<file path="src/rtl/cpu_pkg.sv">
// cpu_pkg: shared types and constants for the 16-bit CPU control path.
//   state_e    - stage_ctrl FSM states (binary encoded)
//   CLS_*      - opcode class values taken from opcode[4:3]
//   OP_HLT     - halt opcode
//   STORE_BIT  - opcode bit that marks a memory op as a store
package cpu_pkg;

  typedef enum logic [3:0] {
    S_IDLE   = 4'd0,
    S_FETCH  = 4'd1,
    S_DECODE = 4'd2,
    S_MUX    = 4'd3,
    S_ALU    = 4'd4,
    S_MEM    = 4'd5,
    S_WB     = 4'd6,
    S_PAUSE  = 4'd7,
    S_HALT   = 4'd8,
    S_ERR    = 4'd9
  } state_e;

  localparam logic [1:0] CLS_REG = 2'b00;
  localparam logic [1:0] CLS_IMM = 2'b01;
  localparam logic [1:0] CLS_MEM = 2'b10;
  localparam logic [1:0] CLS_CTL = 2'b11;

  localparam logic [4:0] OP_HLT    = 5'b11111;
  localparam int         STORE_BIT = 0;

endpackage

</file>
<file path="src/rtl/mem_wait_timer.sv">
// mem_wait_timer: counts memory wait cycles for stage_ctrl.
//   clk, rst  - clock, asynchronous active-low reset
//   clr       - clear the count (held while the FSM is outside MEM)
//   en        - count one wait cycle (MEM with mem_ready low)
//   timeout   - count has reached MEM_TIMEOUT
module mem_wait_timer #(
  parameter int MEM_TIMEOUT = 15
) (
  input  logic clk,
  input  logic rst,
  input  logic clr,
  input  logic en,
  output logic timeout
);

  localparam int W = $clog2(MEM_TIMEOUT + 1);

  logic [W-1:0] cnt_q, cnt_d;

  assign timeout = (cnt_q == W'(MEM_TIMEOUT));

  // NOTE: every variable gets a default before any branch so no latch is inferred.
  always_comb begin
    cnt_d = cnt_q;
    if (clr) begin
      cnt_d = '0;
    end else if (en && !timeout) begin
      cnt_d = cnt_q + 1'b1;
    end
  end

  // NOTE: state is updated with non-blocking assignments only, so all flops
  // see the same pre-edge values.
  always_ff @(posedge clk or negedge rst) begin
    if (!rst) cnt_q <= '0;
    else      cnt_q <= cnt_d;
  end

endmodule

</file>
<file path="src/rtl/stage_ctrl.sv">
// stage_ctrl: multi-cycle sequencer for the 16-bit CPU datapath.
// Walks each instruction through FETCH, DECODE, MUX, ALU, [MEM], WB raising
// one stage enable at a time.
//   clk, rst        - clock, asynchronous active-low reset
//   start           - leave IDLE/HALT; ignored while busy
//   halt_req        - stop after the current WB (sampled in WB only)
//   opcode          - instruction opcode, valid from DECODE onward
//   mem_ready       - memory access complete
//   step            - single-step advance (only with STAGE_CTRL_STEP_EN)
//   en_*            - one-hot stage enables
//   alu_in_sel      - 1: rs_q, 0: offset (latched in DECODE)
//   mem_we          - store qualifier during MEM
//   pc_inc          - PC advance pulse (WB, or DECODE of a NOP)
//   busy/halted/err - status; err is sticky until reset
//   instr_count     - retired instructions (wraps)
// Build option: define STAGE_CTRL_STEP_EN to park in PAUSE after every WB
// until a step pulse.
module stage_ctrl
  import cpu_pkg::*;
#(
  parameter int OPC_W       = 5,
  parameter int CNT_W       = 16,
  parameter int MEM_TIMEOUT = 15
) (
  input  logic             clk,
  input  logic             rst,
  input  logic             start,
  input  logic             halt_req,
  input  logic [OPC_W-1:0] opcode,
  input  logic             mem_ready,
  input  logic             step,
  output logic             en_fetch,
  output logic             en_decode,
  output logic             en_mux,
  output logic             en_alu,
  output logic             en_mem,
  output logic             en_wb,
  output logic             alu_in_sel,
  output logic             mem_we,
  output logic             pc_inc,
  output logic             busy,
  output logic             halted,
  output logic             err,
  output logic [CNT_W-1:0] instr_count
);

  state_e           state_q, state_d;
  logic             alu_in_sel_q, alu_in_sel_d;
  logic [CNT_W-1:0] instr_count_q, instr_count_d;
  logic             timeout;

  logic [1:0] cls;
  logic       is_hlt;

  assign cls    = opcode[OPC_W-1 -: 2];
  assign is_hlt = (opcode == OPC_W'(OP_HLT));

`ifndef STAGE_CTRL_STEP_EN
  logic unused_step;
  assign unused_step = step;
`endif

  // Counter is held clear outside MEM, so it starts from zero on every entry.
  mem_wait_timer #(.MEM_TIMEOUT(MEM_TIMEOUT)) u_timer (
    .clk     (clk),
    .rst     (rst),
    .clr     (state_q != S_MEM),
    .en      ((state_q == S_MEM) && !mem_ready),
    .timeout (timeout)
  );

  always_comb begin
    state_d       = state_q;
    alu_in_sel_d  = alu_in_sel_q;
    instr_count_d = instr_count_q;
    case (state_q)
      S_IDLE, S_HALT: if (start) state_d = S_FETCH;
      S_FETCH:        state_d = S_DECODE;
      S_DECODE: begin
        case (cls)
          CLS_REG: begin
            alu_in_sel_d = 1'b1;
            state_d      = S_MUX;
          end
          CLS_IMM, CLS_MEM: begin
            alu_in_sel_d = 1'b0;
            state_d      = S_MUX;
          end
          // Control ops never reach the ALU, so the operand select is left alone.
          CLS_CTL: state_d = is_hlt ? S_HALT : S_FETCH;
          default: state_d = S_FETCH;
        endcase
      end
      S_MUX: state_d = S_ALU;
      S_ALU: state_d = (cls == CLS_MEM) ? S_MEM : S_WB;
      S_MEM: begin
        // A late mem_ready in the timeout cycle still completes the access.
        if (mem_ready)    state_d = S_WB;
        else if (timeout) state_d = S_ERR;
      end
      S_WB: begin
        instr_count_d = instr_count_q + 1'b1;
        if (halt_req) state_d = S_HALT;
`ifdef STAGE_CTRL_STEP_EN
        else          state_d = S_PAUSE;
`else
        else          state_d = S_FETCH;
`endif
      end
`ifdef STAGE_CTRL_STEP_EN
      S_PAUSE: if (step) state_d = S_FETCH;
`endif
      S_ERR:   state_d = S_ERR;
      default: state_d = S_IDLE;
    endcase
  end

  always_ff @(posedge clk or negedge rst) begin
    if (!rst) begin
      state_q       <= S_IDLE;
      alu_in_sel_q  <= 1'b0;
      instr_count_q <= '0;
    end else begin
      state_q       <= state_d;
      alu_in_sel_q  <= alu_in_sel_d;
      instr_count_q <= instr_count_d;
    end
  end

  // Outputs decode straight from the state flops, so an asynchronous reset
  // clears them in the same cycle.
  always_comb begin
    en_fetch    = (state_q == S_FETCH);
    en_decode   = (state_q == S_DECODE);
    en_mux      = (state_q == S_MUX);
    en_alu      = (state_q == S_ALU);
    en_mem      = (state_q == S_MEM);
    en_wb       = (state_q == S_WB);
    mem_we      = (state_q == S_MEM) && opcode[STORE_BIT];
    pc_inc      = (state_q == S_WB) ||
                  ((state_q == S_DECODE) && (cls == CLS_CTL) && !is_hlt);
    busy        = !((state_q == S_IDLE) || (state_q == S_HALT) || (state_q == S_ERR));
    halted      = (state_q == S_HALT);
    err         = (state_q == S_ERR);
    alu_in_sel  = alu_in_sel_q;
    instr_count = instr_count_q;
  end

endmodule

</file>
<file path="config.mk">
export PLATFORM = sky130hd
export DESIGN_NAME = stage_ctrl
export DESIGN_NICKNAME = d
export VERILOG_FILES = /design/src/rtl/cpu_pkg.sv /design/src/rtl/mem_wait_timer.sv /design/src/rtl/stage_ctrl.sv
export SDC_FILE = /design/constraint.sdc
export NUM_CORES = 1
export LEC_CHECK = 0
export CORE_MARGIN = 3
export CORE_UTILIZATION = 30
export DETAILED_ROUTE_END_ITERATION = 8
export PLACE_DENSITY = 0.52
export SLEW_MARGIN = 15
export SYNTH_ARGS = -nofsm -noshare
export SYNTH_HDL_FRONTEND = slang
export SYNTH_HIERARCHICAL = 1
export SYNTH_SLANG_ARGS = --single-unit
</file>
<file path="constraint.sdc">
create_clock -name clk -period 4.92 [get_ports clk]
set_input_delay 0.984 -clock clk [delete_from_list [all_inputs] [get_ports clk]]
set_output_delay 0.984 -clock clk [all_outputs]
set_load 0.005 [all_outputs]
</file>
==> results_dict.tcl <==
set metrics [dict create \
    post_synth_instance_area_sq_um 1420 \
    detailroute.wirelength.met2_mm 1.42 \
    worstPathRequired_ps 3940 \
    finalNonFillerCells 234 \
    gp_congestion 0.744 \
    grt_antenna_before_repair 0 \
    skew_ps 2.80 \
    syn-num-nets 160 \
    reg2reg_depth 5 \
    r2r-start "state_q[2]" \
    synth_ff_type "sky130_fd_sc_hd__dfrtp_1" \
    drc 0 \
    floorplan.die.width_microns 74.7 \
    ctsHtreeMaxLevel 1 \
    worst_slew_pin_slew_ps 469 \
    final.min_clock_period_ps 3460 \
    clock_latency_ps 260 \
    synth-seq-area-share_pct 44.1 \
    register_to_register_setup_slack_ps 2840 \
    synthesis.instances 145 \
    port_buffers 37 \
    criticalPathCategory "in -> out" \
    drv.max_cap_violation_count 0 \
    design.final.nets 198 \
    setup_slack_ps 1460 \
    drt_pass1_iterations 4 \
    power.ir.vdd_worst_mv 0.195 \
    detailedPlacementHpwl_mm 2.35 \
    setup_total_negative_slack_ps 0 \
    die_area_sq_um 5590 \
    power.leakage_uw 0.000811 \
    placeableCoreArea_sq_um 4440 \
    row_count 24 \
    post-route-period-util_pct 70.4 \
    count_of_endpoints_failing_setup_in_the_final_report 0 \
    timing.hold.worst.class "reg -> reg" \
    synthesis.yosys.warnings 6 \
    layout-drive-gt1-share_pct 8.79 \
    finalHoldViolCount 0 \
    worstPathMaxFanout 4 \
    slew_violations 0 \
    placed_instances 230 \
    post_synthesis_average_cell_area_sq_um 9.78 \
    wirelength_mm 3.07 \
    capturing_element_type_of_the_critical_path "output port" \
    cts_repair_resize_count 0 \
    highest-signal-layer "met4" \
    clk_path_buf_depth 2 \
    dieHeight_microns 74.7 \
    postLayoutCellArea_sq_um 1880 \
    via_count_of_the_first_global_routing_pass 1118 \
    unrepaired_setup_endpoints_after_global_routing "no" \
    placed_cell_area_sq_um 1830 \
    route.antenna.remaining_nets 0 \
    dr_total_vias 1173 \
    worstHoldStart "instr_count[15]" \
    cp_data_arrival_time_ps 2480 \
    cts_num_sinks 25 \
    outcome "finished clean" \
    fmax_mhz 289 \
    globalRoute.totalOverflow 0 \
    vias_per_instance 5.01 \
    hold_end "instr_count[15]" \
    startpoint "opcode[4]" \
    largest_net_degree_at_the_start_of_global_routing 26 \
    start_util_pct 31.9 \
    synthToLayoutAreaGrowth_pct 32.4 \
    root_buffer "sky130_fd_sc_hd__clkbuf_8" \
    numCtsBuffers 3 \
    synth_enable_flop_cells 0 \
    yosysUniqueCellTypes 45 \
    timing.hold.worst_path_depth 1 \
    clkTransAtPathRegs_ps 90 \
    grt.total_usage_pct 11.7 \
    pin_count 39 \
    route.layer.met1.wl_mm 1.51 \
    placement.setup.worst_slack_ps 1450 \
    p_per_area_nw_per_um2 361 \
    post_cts.repair.setup_buffers 0 \
    avgRoutedWirePerCell_microns 13.1 \
    startpoint_type "primary input" \
    max_slew_headroom_pct 68.6 \
    worstReg2RegEnd "u_timer/cnt_q[0]" \
    synth-seq-cells 25 \
    cts_tree "built" \
    synth_async_sr_flop_share_pct 100 \
    dr.first_iter.drc_count 42 \
    cts_hold_repair.buffers 0 \
    grt_pass1_wl_mm 5.20 \
    diode_count 0 \
    routed-wl-met3_microns 140 \
]
==> cell families (layout without fill, tap and decap cells) <==
logic type               count (synthesis)  count (layout)  synth area share [%]
buffers and inverters                   15              52                  4.77
flip-flops                              25              25                  44.1
XOR/XNOR                                15              15                  9.27
adder cells (fa/ha/maj)                  4               4                  3.53
AO/OA/AOI/OAI                           18              18                  8.21
multiplexers                             3               3                  2.56
AND/OR/NAND/NOR                         65              65                  27.5
==> per-stage QoR <==
step | utilization [%] | hold WS, ps | total power (uW)
2_1_floorplan | - | 468 | 440
3_3_place_gp | 41.2 | 465 | 553
3_5_place_dp | 41.2 | 470 | 559
4_1_cts | 42.2 | 482 | 685
5_1_grt | 42.2 | 485 | 726
6_report | 42.2 | 470 | 677
==> power by group <==
part	internal, uW	switching [uW]	leakage, uW
Combinational	149	106	0.000447
Clock	56.6	66.6	0.0000255
Sequential	235	64.1	0.000339
Total	440	237	0.000811
==> cell usage after synthesis (2+ instances only) <==
library cell | instances | area share [%]
sky130_fd_sc_hd__nor3_1 | 5 | 1.8
sky130_fd_sc_hd__inv_2 | 3 | 0.79
sky130_fd_sc_hd__buf_2 | 3 | 1.1
sky130_fd_sc_hd__a21oi_1 | 6 | 2.1
sky130_fd_sc_hd__o21ai_0 | 3 | 1.1
sky130_fd_sc_hd__nor2_1 | 12 | 3.2
sky130_fd_sc_hd__xnor2_1 | 11 | 6.8
sky130_fd_sc_hd__nand4_1 | 8 | 3.5
sky130_fd_sc_hd__nand2_1 | 12 | 3.2
sky130_fd_sc_hd__nand2b_1 | 5 | 2.2
sky130_fd_sc_hd__nand3_1 | 5 | 1.8
sky130_fd_sc_hd__buf_4 | 2 | 1.1
sky130_fd_sc_hd__ha_1 | 4 | 3.5
sky130_fd_sc_hd__o21ai_1 | 2 | 0.71
sky130_fd_sc_hd__nor4_1 | 2 | 0.88
sky130_fd_sc_hd__inv_1 | 6 | 1.6
sky130_fd_sc_hd__dfrtp_1 | 25 | 44
sky130_fd_sc_hd__xor2_1 | 4 | 2.5
==> critical path: stages <==
cell and delay, ps:
sky130_fd_sc_hd__clkdlybuf4s50_1 510, sky130_fd_sc_hd__ha_1 270, sky130_fd_sc_hd__nand2_1 70, sky130_fd_sc_hd__o21ai_1 120, sky130_fd_sc_hd__clkdlybuf4s50_1 530
==> how the worst max path moves through the flow <==
stage             end  slack, ps  cells after the start
6_report       pc_inc       1460                      5
5_1_grt        pc_inc       1340                      5
4_1_cts        pc_inc       1450                      5
3_5_place_dp   pc_inc       1450                      5
3_3_place_gp   pc_inc       1470                      5
2_1_floorplan  pc_inc       2530                      3
==> area by class of cell <==
class | count | area [sq um]
fill | 456 | 2570
multi-input combinational | 105 | 724
sequential | 25 | 626
timing repair buffer | 38 | 378
tap | 52 | 65.1
clock buffer | 3 | 41.3
inverter | 10 | 37.5
clock inverter | 1 | 5.00
==> flip-flops by register name, indices dropped and copies added, names as in the netlist <==
register       count
instr_count       16
state_q            4
u_timer/cnt_q      4
alu_in_sel         1
==> placed cells by master, fill, tap and decap left out, types with 2 or more instances in the layout <==
| master | Yosys | layout |
|---|---|---|
| sky130_fd_sc_hd__inv_2 | 3 | 3 |
| sky130_fd_sc_hd__clkbuf_8 | 0 | 3 |
| sky130_fd_sc_hd__xor2_1 | 4 | 4 |
| sky130_fd_sc_hd__nand2b_1 | 5 | 5 |
| sky130_fd_sc_hd__ha_1 | 4 | 4 |
| sky130_fd_sc_hd__xnor2_1 | 11 | 11 |
| sky130_fd_sc_hd__dfrtp_1 | 25 | 25 |
| sky130_fd_sc_hd__nand3_1 | 5 | 5 |
| sky130_fd_sc_hd__a21oi_1 | 6 | 6 |
| sky130_fd_sc_hd__o21ai_0 | 3 | 3 |
| sky130_fd_sc_hd__nor2_1 | 12 | 12 |
| sky130_fd_sc_hd__nor4_1 | 2 | 2 |
| sky130_fd_sc_hd__nor3_1 | 5 | 5 |
| sky130_fd_sc_hd__clkdlybuf4s50_1 | 0 | 37 |
| sky130_fd_sc_hd__nand2_1 | 12 | 12 |
| sky130_fd_sc_hd__o21ai_1 | 2 | 2 |
| sky130_fd_sc_hd__inv_1 | 6 | 6 |
| sky130_fd_sc_hd__nand4_1 | 8 | 8 |
==> routing by layer <==
metal	GRT usage [%]	up-vias
li1	-	580
met1	16.7	559
met2	19.3	32
met3	1.60	2
met4	1.78	0
met5	0	-
(Power assumes the default switching activity.)
